<file path="src/rtl/alu_pkg.sv">
// rtl/alu_pkg.sv - shared ALU function codes, MIPS opcode/funct constants and decoded bundle
package alu_pkg;

  // ALU function code: bit0 unsigned, bit1 subtract, bit2 logic unit, bit3 compare
  localparam logic [3:0] AF_ADD  = 4'b0000;
  localparam logic [3:0] AF_ADDU = 4'b0001;
  localparam logic [3:0] AF_SUB  = 4'b0010;
  localparam logic [3:0] AF_SUBU = 4'b0011;
  localparam logic [3:0] AF_AND  = 4'b0100;
  localparam logic [3:0] AF_OR   = 4'b0101;
  localparam logic [3:0] AF_XOR  = 4'b0110;
  localparam logic [3:0] AF_NOR  = 4'b0111;
  localparam logic [3:0] AF_LUI  = 4'b0111;  // same code as nor; the i flag tells them apart
  localparam logic [3:0] AF_SLT  = 4'b1010;
  localparam logic [3:0] AF_SLTU = 4'b1011;

  // Primary opcodes
  localparam logic [5:0] OP_RTYPE = 6'h00;
  localparam logic [5:0] OP_ADDI  = 6'h08;
  localparam logic [5:0] OP_ADDIU = 6'h09;
  localparam logic [5:0] OP_SLTI  = 6'h0A;
  localparam logic [5:0] OP_SLTIU = 6'h0B;
  localparam logic [5:0] OP_ANDI  = 6'h0C;
  localparam logic [5:0] OP_ORI   = 6'h0D;
  localparam logic [5:0] OP_XORI  = 6'h0E;
  localparam logic [5:0] OP_LUI   = 6'h0F;

  // R-type funct codes
  localparam logic [5:0] FN_ADD  = 6'h20;
  localparam logic [5:0] FN_ADDU = 6'h21;
  localparam logic [5:0] FN_SUB  = 6'h22;
  localparam logic [5:0] FN_SUBU = 6'h23;
  localparam logic [5:0] FN_AND  = 6'h24;
  localparam logic [5:0] FN_OR   = 6'h25;
  localparam logic [5:0] FN_XOR  = 6'h26;
  localparam logic [5:0] FN_NOR  = 6'h27;
  localparam logic [5:0] FN_SLT  = 6'h2A;
  localparam logic [5:0] FN_SLTU = 6'h2B;

  // Decoded control bundle carried alongside the operands
  typedef struct packed {
    logic [3:0] af;
    logic       i;
    logic [4:0] dest;
    logic       wr_en;
    logic       trap_ovf;
    logic       illegal;
  } alu_ctrl_t;

endpackage

</file>
<file path="src/rtl/alu_decode.sv">
// rtl/alu_decode.sv - combinational MIPS ALU instruction decode and operand select
module alu_decode
  import alu_pkg::*;
#(
  parameter int N = 32
) (
  input  logic [31:0]  instr,
  input  logic [N-1:0] rs_val,
  input  logic [N-1:0] rt_val,
  output alu_ctrl_t    ctrl,
  output logic [N-1:0] op_a,
  output logic [N-1:0] op_b
);

  logic [5:0]         opcode;
  logic [4:0]         rt_f;
  logic [4:0]         rd_f;
  logic [4:0]         shamt;
  logic [5:0]         funct;
  logic [15:0]        imm;
  logic signed [15:0] imm_s;
  logic [N-1:0]       imm_sext;
  logic [N-1:0]       imm_zext;
  logic               unused_rs_field;

  assign opcode = instr[31:26];
  assign rt_f   = instr[20:16];
  assign rd_f   = instr[15:11];
  assign shamt  = instr[10:6];
  assign funct  = instr[5:0];
  assign imm    = instr[15:0];
  assign imm_s  = instr[15:0];

  // rs is addressed by the register file upstream; only its value reaches us
  assign unused_rs_field = ^instr[25:21];

  // Size casts extend to N bits without a zero-width replication when N == 16
  assign imm_sext = N'(imm_s);
  assign imm_zext = N'(imm);

  logic       legal;
  logic       is_imm;
  logic       sext;
  logic       ovf;
  logic [3:0] af_d;

  // Classify the instruction and pick function code, extension and trap behaviour
  always_comb begin
    legal  = 1'b0;
    is_imm = 1'b0;
    sext   = 1'b0;
    ovf    = 1'b0;
    af_d   = AF_ADD;
    if (opcode == OP_RTYPE) begin
      if (shamt == 5'd0) begin
        legal = 1'b1;
        case (funct)
          FN_ADD:  begin af_d = AF_ADD; ovf = 1'b1; end
          FN_ADDU: af_d = AF_ADDU;
          FN_SUB:  begin af_d = AF_SUB; ovf = 1'b1; end
          FN_SUBU: af_d = AF_SUBU;
          FN_AND:  af_d = AF_AND;
          FN_OR:   af_d = AF_OR;
          FN_XOR:  af_d = AF_XOR;
          FN_NOR:  af_d = AF_NOR;
          FN_SLT:  af_d = AF_SLT;
          FN_SLTU: af_d = AF_SLTU;
          default: legal = 1'b0;
        endcase
      end
    end else begin
      legal  = 1'b1;
      is_imm = 1'b1;
      case (opcode)
        OP_ADDI:  begin af_d = AF_ADD; sext = 1'b1; ovf = 1'b1; end
        OP_ADDIU: begin af_d = AF_ADDU; sext = 1'b1; end
        OP_SLTI:  begin af_d = AF_SLT; sext = 1'b1; end
        OP_SLTIU: begin af_d = AF_SLTU; sext = 1'b1; end
        OP_ANDI:  af_d = AF_AND;
        OP_ORI:   af_d = AF_OR;
        OP_XORI:  af_d = AF_XOR;
        OP_LUI:   af_d = AF_LUI;
        default:  legal = 1'b0;
      endcase
    end
  end

  // Assemble the bundle and operands; illegal encodings collapse to all-zero fields
  always_comb begin
    ctrl = '0;
    op_a = '0;
    op_b = '0;
    if (legal) begin
      ctrl.af       = af_d;
      ctrl.i        = is_imm;
      ctrl.dest     = is_imm ? rt_f : rd_f;
      ctrl.wr_en    = (ctrl.dest != 5'd0);
      ctrl.trap_ovf = ovf;
      op_a          = rs_val;
      if (is_imm) op_b = sext ? imm_sext : imm_zext;
      else        op_b = rt_val;
    end else begin
      ctrl.illegal = 1'b1;
    end
  end

endmodule

</file>
<file path="src/rtl/alu_issue.sv">
// rtl/alu_issue.sv - registered ALU issue stage with valid/ready handshake and sequence tags
module alu_issue
  import alu_pkg::*;
#(
  parameter int N    = 32,
  parameter int TAGW = 3
) (
  input  logic            clk,
  input  logic            rst,
  input  logic            in_valid,
  output logic            in_ready,
  input  logic [31:0]     instr,
  input  logic [N-1:0]    rs_val,
  input  logic [N-1:0]    rt_val,
  input  logic            flush,
  output logic            out_valid,
  input  logic            ex_ready,
  output logic [N-1:0]    a,
  output logic [N-1:0]    b,
  output logic [3:0]      af,
  output logic            i,
  output logic [4:0]      dest,
  output logic            wr_en,
  output logic            trap_ovf,
  output logic            illegal,
  output logic [TAGW-1:0] tag
);

  alu_ctrl_t     dec_ctrl;
  logic [N-1:0]  dec_a;
  logic [N-1:0]  dec_b;

  alu_decode #(.N(N)) u_decode (
    .instr  (instr),
    .rs_val (rs_val),
    .rt_val (rt_val),
    .ctrl   (dec_ctrl),
    .op_a   (dec_a),
    .op_b   (dec_b)
  );

  alu_ctrl_t       ctrl_q;
  logic [N-1:0]    a_q;
  logic [N-1:0]    b_q;
  logic            valid_q;
  logic [TAGW-1:0] tag_q;
  logic [TAGW-1:0] tag_cnt;
  logic            accept;

  // Ready depends only on the slot being free or draining, never on in_valid
  assign in_ready = !rst && !flush && (!valid_q || ex_ready);
  assign accept   = in_valid && in_ready;

  // Pipeline register: flush beats accept, and a consume without accept empties the slot
  always_ff @(posedge clk) begin
    if (rst) begin
      valid_q <= 1'b0;
      ctrl_q  <= '0;
      a_q     <= '0;
      b_q     <= '0;
      tag_q   <= '0;
      tag_cnt <= '0;
    end else if (flush) begin
      valid_q <= 1'b0;
    end else if (accept) begin
      valid_q <= 1'b1;
      ctrl_q  <= dec_ctrl;
      a_q     <= dec_a;
      b_q     <= dec_b;
      tag_q   <= tag_cnt;
      tag_cnt <= tag_cnt + 1'b1;
    end else if (ex_ready) begin
      valid_q <= 1'b0;
    end
  end

  assign out_valid = valid_q;
  assign a         = a_q;
  assign b         = b_q;
  assign af        = ctrl_q.af;
  assign i         = ctrl_q.i;
  assign dest      = ctrl_q.dest;
  assign wr_en     = ctrl_q.wr_en;
  assign trap_ovf  = ctrl_q.trap_ovf;
  assign illegal   = ctrl_q.illegal;
  assign tag       = tag_q;

endmodule

</file>
<file path="config.mk">
export PLATFORM = sky130hd
export DESIGN_NAME = alu_issue
export DESIGN_NICKNAME = d
export VERILOG_FILES = /design/src/rtl/alu_pkg.sv /design/src/rtl/alu_decode.sv /design/src/rtl/alu_issue.sv
export SDC_FILE = /design/constraint.sdc
export NUM_CORES = 1
export LEC_CHECK = 0
export BUFFER_PORTS_ARGS = -buffer_cell sky130_fd_sc_hd__buf_2
export CAP_MARGIN = 5
export CORE_MARGIN = 1.5
export CORE_UTILIZATION = 50
export CTS_CLUSTER_SIZE = 28
export DETAILED_ROUTE_END_ITERATION = 12
export PLACE_DENSITY = 0.83
export SETUP_SLACK_MARGIN = 0.05
export SYNTH_ARGS = -nofsm -noshare
export SYNTH_HDL_FRONTEND = slang
export SYNTH_HIERARCHICAL = 1
export SYNTH_SLANG_ARGS = --single-unit
export TNS_END_PERCENT = 30
</file>
<file path="constraint.sdc">
create_clock -name clk -period 3.8 [get_ports clk]
set_input_delay 0.57 -clock clk [delete_from_list [all_inputs] [get_ports clk]]
set_output_delay 0.57 -clock clk [all_outputs]
set_load 0.01 [all_outputs]
</file>
==> results.py, run 1 <==
metrics = {
    "run_status": {
        "status": "finished, final reports clean",
    },
    "clock_network": {
        "post-cts-setup-buffers": 0,
        "cts_tree": "built",
        "numCtsBuffers": 9,
        "clk_latency_ps": 340,
        "clk_pin_slew_ps": 80,
        "cts.sinks": 84,
        "htree_levels": 3,
        "clockRootBuffer": "clkbuf_8",
        "cts.path.max_buffers": 2,
        "cts_resized": 0,
        "postCtsHoldBufs": 0,
    },
    "pwr": {
        "clockPowerShare": 0.334,
        "ir_drop_v": 0.000157,
        "pwr-share-comb": 0.114,
        "switching_power_mw": 0.405,
        "leakage_nw": 2.85,
        "powerDensity_nw_per_um2": 297,
        "switching_share": 0.250,
        "p_int_mw": 1.22,
        "seqPwrFrac": 0.552,
    },
    "logic_synthesis": {
        "ys_seq_elements": 84,
        "synth.cell_area_um2": 4430,
        "yosys-top-cells-count": "nor2b_1, dfxtp_1, mux2_4",
        "synth_edf_count": 0,
        "synth_seq_area_share": 0.379,
        "synth_top_area_share": 0.379,
        "async_flop_share": 0,
        "ys_warn_count": 6,
        "synth.most_common_cell": "nor2b_1",
        "synth_cells": 391,
        "synth.distinct_cells": 34,
        "avgSynthCellArea_um2": 11.3,
        "synthesis.nets": 493,
        "synth_top_cell_by_area": "dfxtp_1",
        "synth_area_leaders": "dfxtp_1, mux2_4, nor2b_1, a22o_1, buf_6",
        "ys.flop_type": "dfxtp_1",
    },
    "final_layout": {
        "layout.nets": 656,
        "syn2layout_area_growth_pct": 23.4,
        "utilization": 0.633,
        "diodes": 0,
        "drive_gt1_frac": 0.504,
        "fillerInstances": 703,
    },
    "drt": {
        "detail-route-antenna-nets": 0,
        "drt_iter0_markers": 72,
        "wire_per_inst_um": 14.7,
        "vias": 3350,
        "first_pass_iters": 4,
        "totalWireLength_mm": 9.82,
        "drc_errors": 0,
        "drt-vias-per-instance": 5.03,
    },
    "die": {
        "pin_count": 183,
        "initial_core_util": 0.513,
        "dieArea_um2": 9440,
        "rows": 34,
        "coreArea_um2": 8640,
        "die_w_um": 97.2,
        "die_h_um": 97.2,
    },
    "global_route": {
        "grt_pass1_vias": 3356,
        "overflow": 0,
        "antenna_found_initial": 0,
        "grt_first_pass_wirelength_mm": 16.1,
        "grt_max_degree": 85,
        "grt.total_usage": 0.208,
    },
    "worst_setup_path": {
        "max_stage_delay_ps": 610,
        "cp-end-kind": "register",
        "cp_common_cell": "nor3_1",
        "crit_path_top_delay_cell": "nand2_1",
        "crit_fanout": 23,
        "cp.arrival_ps": 2470,
        "path_cells": "buf_2, nor3_1, nand2_1, nor3_1, a311oi_2, mux2_4",
        "crit_type": "primary input to register",
        "cp.required_ps": 4030,
        "reg2reg_slack_ps": 2030,
        "start_kind": "primary input",
    },
    "sta": {
        "fmax_ghz": 0.446,
        "setup_viol": 0,
        "fin_crit_ps": 2240,
        "report.final.slew_viol_count": 0,
        "grt_setup_unrepaired": "no",
        "final_hold_viol_count": 0,
        "setup_tns_ps": 0,
        "relSlewSlack": 0.320,
        "fin_crit_sh": 0.590,
        "max_slew.worst_pin.slew_ps": 1020,
        "skew_ps": 10.8,
    },
    "placement": {
        "io_buffer_count": 177,
        "routabilityCongestion": 0.771,
        "dp_hpwl_mm": 6.90,
    },
    "hold_path": {
        "hp-class": "register to register",
    },
    "run": {
        "cap_violations": 0,
    },
}
==> power groups by stage <==
stage	logic [mW]	clock network, mW	registers [mW]
global route	0.200	0.597	0.899
finish	0.184	0.542	0.897
CTS	0.186	0.566	0.897
floorplan	0.103	0	0.922
global placement	0.181	0	0.917
detailed placement	0.185	0	0.917
==> metal layers <==
| layer | GRT usage | up-vias | routed length (um) | share of wire |
|---|---|---|---|---|
| li1 | - | 1661 | - | - |
| met1 | 0.253 | 1542 | 4210 | 0.43 |
| met2 | 0.354 | 132 | 4730 | 0.48 |
| met3 | 0.0540 | 15 | 724 | 0.074 |
| met4 | 0.0758 | 0 | 150 | 0.015 |
| met5 | 0 | - | 0 | 0 |
==> layout by cell type (no fill, tap or decap), drive strengths merged, types with 7 or more instances in the layout <==
cell type and n:
clkbuf 11, buf 181, nor2b 112, mux2 79
mux2i 9, o21a 17, dfxtp 84, nor3 7
a22o 18, nor2 8
==> layout make-up <==
class,count,area (um2),share of cell area
clock buffer,11,131,0.0240
clock inverter,4,27.5,0.00503
inverter,2,7.51,0.00137
multi-input combinational,276,2560,0.468
sequential,84,1680,0.307
tap,108,135,0.0247
timing repair buffer,181,928,0.170
==> worst max-delay path, delay by kind of cell <==
family,cells,cell delay (ps)
buffers and inverters,1,120
AO/OA/AOI/OAI,1,80
AND/OR/NAND/NOR,3,1390
multiplexers,1,310
==> cell families after synthesis <==
kind of cell,synth area share
DFF,0.379
AOI/OAI and AO/OA,0.0785
buffers and inverters,0.0491
adders and majority gates,0.00282
and+or+nand+nor,0.204
muxes,0.286
==> stage by stage <==
step / power, mW / area (um2) / instances / hold slack [ps] / worst slack, ps
after global placement: 1.10 / 5310 / 651 / 424 / 1310
after CTS: 1.65 / 5470 / 666 / 447 / 1600
after detailed placement: 1.10 / 5310 / 651 / 433 / 1260
after floorplan: 1.02 / 4430 / 391 / 412 / 1940
final: 1.62 / 5470 / 666 / 445 / 1560
after global routing: 1.70 / 5470 / 666 / 470 / 1430
==> path summary, 6_finish.rpt <==
path / startpoint / cells after the start / to
setup reg to reg: out_valid / 4 / b[25]
hold / removal: tag_cnt[2] / 1 / tag_cnt[2]
setup / recovery: instr[26] / 6 / wr_en
hold reg to reg: tag_cnt[2] / 1 / tag_cnt[2]
==> state kept, by name, summed over array words and instances, names as in the netlist <==
| signal | flops |
|---|---|
| tag_cnt | 3 |
| out_valid | 1 |
| a | 32 |
| dest | 5 |
| b | 32 |
| wr_en | 1 |
| tag | 3 |
| af | 4 |
| i | 1 |
| trap_ovf | 1 |
| illegal | 1 |
Power figures use the tool's default switching activity.
==> run 2: changes to the inputs <==
--- a/config.mk
+++ b/config.mk
@@ -8,10 +8,10 @@
 export BUFFER_PORTS_ARGS = -buffer_cell sky130_fd_sc_hd__buf_2
 export CAP_MARGIN = 5
 export CORE_MARGIN = 1.5
-export CORE_UTILIZATION = 50
+export CORE_UTILIZATION = 44
 export CTS_CLUSTER_SIZE = 28
 export DETAILED_ROUTE_END_ITERATION = 12
-export PLACE_DENSITY = 0.83
+export PLACE_DENSITY = 0.77
 export SETUP_SLACK_MARGIN = 0.05
 export SYNTH_ARGS = -nofsm -noshare
 export SYNTH_HDL_FRONTEND = slang
==> constraint.sdc (replaced) <==
create_clock -name clk -period 1.9 [get_ports clk]
set_input_delay 0.285 -clock clk [delete_from_list [all_inputs] [get_ports clk]]
set_output_delay 0.285 -clock clk [all_outputs]
set_load 0.01 [all_outputs]
==> run 2 against run 1 <==
  * Non-clock buffer count rose by 7
  * Critical path depth is 1 higher
  * Clock skew is 2.6 ps lower
  * Cell count increased by 4.8%
  * Sequential share of layout area shrank 1.2 points
  * Register-to-register slack worse by 1600 ps
  * Largest cell class unchanged
  * First-iteration DRC count increased by 8.3%
  * Via count grew 2.6%
  * Core utilization decreased by 5.2 points
==> results.py, run 2 (synthesized netlist as in run 1, its figures left out) <==
metrics = {
    "run_status": {
        "status": "finished, final reports clean",
    },
    "worst_setup_path": {
        "path_cells": "buf_2, nor3_1, nand2_1, buf_12, nor3_1, a311oi_2, mux2_4",
        "cp-end-kind": "register",
        "crit_fanout": 23,
        "crit_path_top_delay_cell": "nor3_1",
        "max_stage_delay_ps": 410,
        "start_kind": "primary input",
        "cp_common_cell": "nor3_1",
        "crit_type": "primary input to register",
        "crit_buf_inv": 2,
        "path_delay_family": "simple AND/OR/NAND/NOR gates",
        "cp.required_ps": 2140,
        "cp.arrival_ps": 1790,
    },
    "clock_network": {
        "post-cts-setup-buffers": 0,
        "clk_latency_ps": 350,
        "clk_pin_slew_ps": 90,
        "cts.sinks": 84,
        "numCtsBuffers": 9,
        "postCtsHoldBufs": 0,
        "clockRootBuffer": "clkbuf_8",
        "htree_levels": 3,
        "cts_tree": "built",
        "cts_resized": 0,
        "cts.path.max_buffers": 2,
    },
    "placement": {
        "dp_hpwl_mm": 7.22,
        "routabilityCongestion": 0.798,
        "io_buffer_count": 177,
    },
    "run": {
        "cap_violations": 0,
    },
    "pwr": {
        "seqPwrFrac": 0.515,
        "powerDensity_nw_per_um2": 613,
        "leakage_nw": 2.94,
        "p_int_mw": 2.63,
        "clockPowerShare": 0.373,
        "switching_share": 0.246,
        "ir_drop_v": 0.000423,
        "switching_power_mw": 0.855,
        "pwr-share-comb": 0.111,
    },
    "drt": {
        "vias": 3436,
        "wire_per_inst_um": 14.6,
        "totalWireLength_mm": 10.2,
        "first_pass_iters": 4,
        "drt_iter0_markers": 78,
        "detail-route-antenna-nets": 0,
        "drc_errors": 0,
        "drt-vias-per-instance": 4.92,
    },
    "global_route": {
        "overflow": 0,
        "grt_busiest_layer": "met2",
        "grt_first_pass_wirelength_mm": 15.7,
        "grt_max_degree": 85,
        "use_met3": 0.0598,
        "use_met2": 0.340,
        "grt.total_usage": 0.188,
        "antenna_found_initial": 0,
        "use_met1": 0.210,
        "grt_pass1_vias": 3317,
    },
    "die": {
        "initial_core_util": 0.454,
        "coreArea_um2": 9770,
        "dieArea_um2": 10700,
        "die_w_um": 103,
        "rows": 36,
        "die_h_um": 103,
        "pin_count": 183,
    },
    "final_layout": {
        "drive_gt1_frac": 0.513,
        "mostFrequentLayoutCells": "buf_2, nor2b_1, dfxtp_1",
        "layout.nets": 663,
        "syn2layout_area_growth_pct": 28.2,
        "final_common_cell": "buf_2",
        "fillerInstances": 824,
        "diodes": 0,
    },
    "sta": {
        "fin_crit_sh": 0.816,
        "whs_ps": 225,
        "setup_tns_ps": 0,
        "setup_viol": 0,
        "final_hold_viol_count": 0,
        "grt_setup_unrepaired": "no",
        "relSlewSlack": 0.640,
        "fin_crit_ps": 1550,
        "max_slew.worst_pin.slew_ps": 534,
        "skew_ps": 8.24,
        "fmax_ghz": 0.645,
        "report.final.slew_viol_count": 0,
    },
    "hold_path": {
        "hp-class": "primary input to register",
    },
}
==> run 2: cell count changes in the layout (fill, tap and decap cells not counted), sizes merged <==
| cell | change |
|---|---|
| clkbuf | -1 |
| buf | +7 |
| bufinv | +1 |
| clkinvlp | -1 |
| clkinv | +1 |
==> run 2: worst reg2reg max path: cells and delay by family (launching register included) <==
| family | cells | cell delay, ps |
|---|---|---|
| mux | 1 | 390 |
| flops | 1 | 360 |
| buf+inv | 1 | 320 |
| simple gates | 2 | 250 |
==> run 2: power by group through the flow <==
stage                     sequential (mW)  clock (mW)  combinational, mW
final                                1.79        1.30              0.387
after global placement               1.83           0              0.380
after global routing                 1.80        1.42              0.419
after floorplan                      1.84           0              0.205
after detailed placement             1.83           0              0.389
after CTS                            1.79        1.35              0.390
==> run 2: metal layers <==
| metal | vias to the layer above | part of all wire |
|---|---|---|
| met5 | - | 0 |
| met4 | 0 | 0.0089 |
| met3 | 10 | 0.081 |
| met2 | 128 | 0.50 |
| met1 | 1626 | 0.41 |
| li1 | 1672 | - |
==> run 2: worst paths after layout <==
path | from | endpoint | slack, ps | depth (start not counted)
hold reg to reg | tag_cnt[2] | tag_cnt[2] | 460 | 1
setup / recovery | instr[26] | wr_en | 350 | 7
hold / removal | in_valid | out_valid | 220 | 2
setup reg to reg | out_valid | b[24] | 460 | 4
==> run 2: through the flow <==
step           area [um2]  setup WS [ps]   util  cells  power [mW]
2_1_floorplan        4430            329      -    391        2.05
3_3_place_gp         5480            160  0.561    683        2.21
3_5_place_dp         5480           66.1  0.561    683        2.22
4_1_cts              5680            446  0.581    698        3.53
5_1_grt              5680            370  0.581    698        3.63
6_report             5680            350  0.581    698        3.48
==> run 2: cell type report <==
cell class / instances / area [um2] / area share
clock buffer: 10 / 138 / 0.0242
clock inverter: 5 / 62.6 / 0.0110
timing repair buffer: 188 / 1070 / 0.188
tap: 133 / 166 / 0.0293
multi-input combinational: 276 / 2560 / 0.450
inverter: 2 / 7.51 / 0.00132
sequential: 84 / 1680 / 0.296
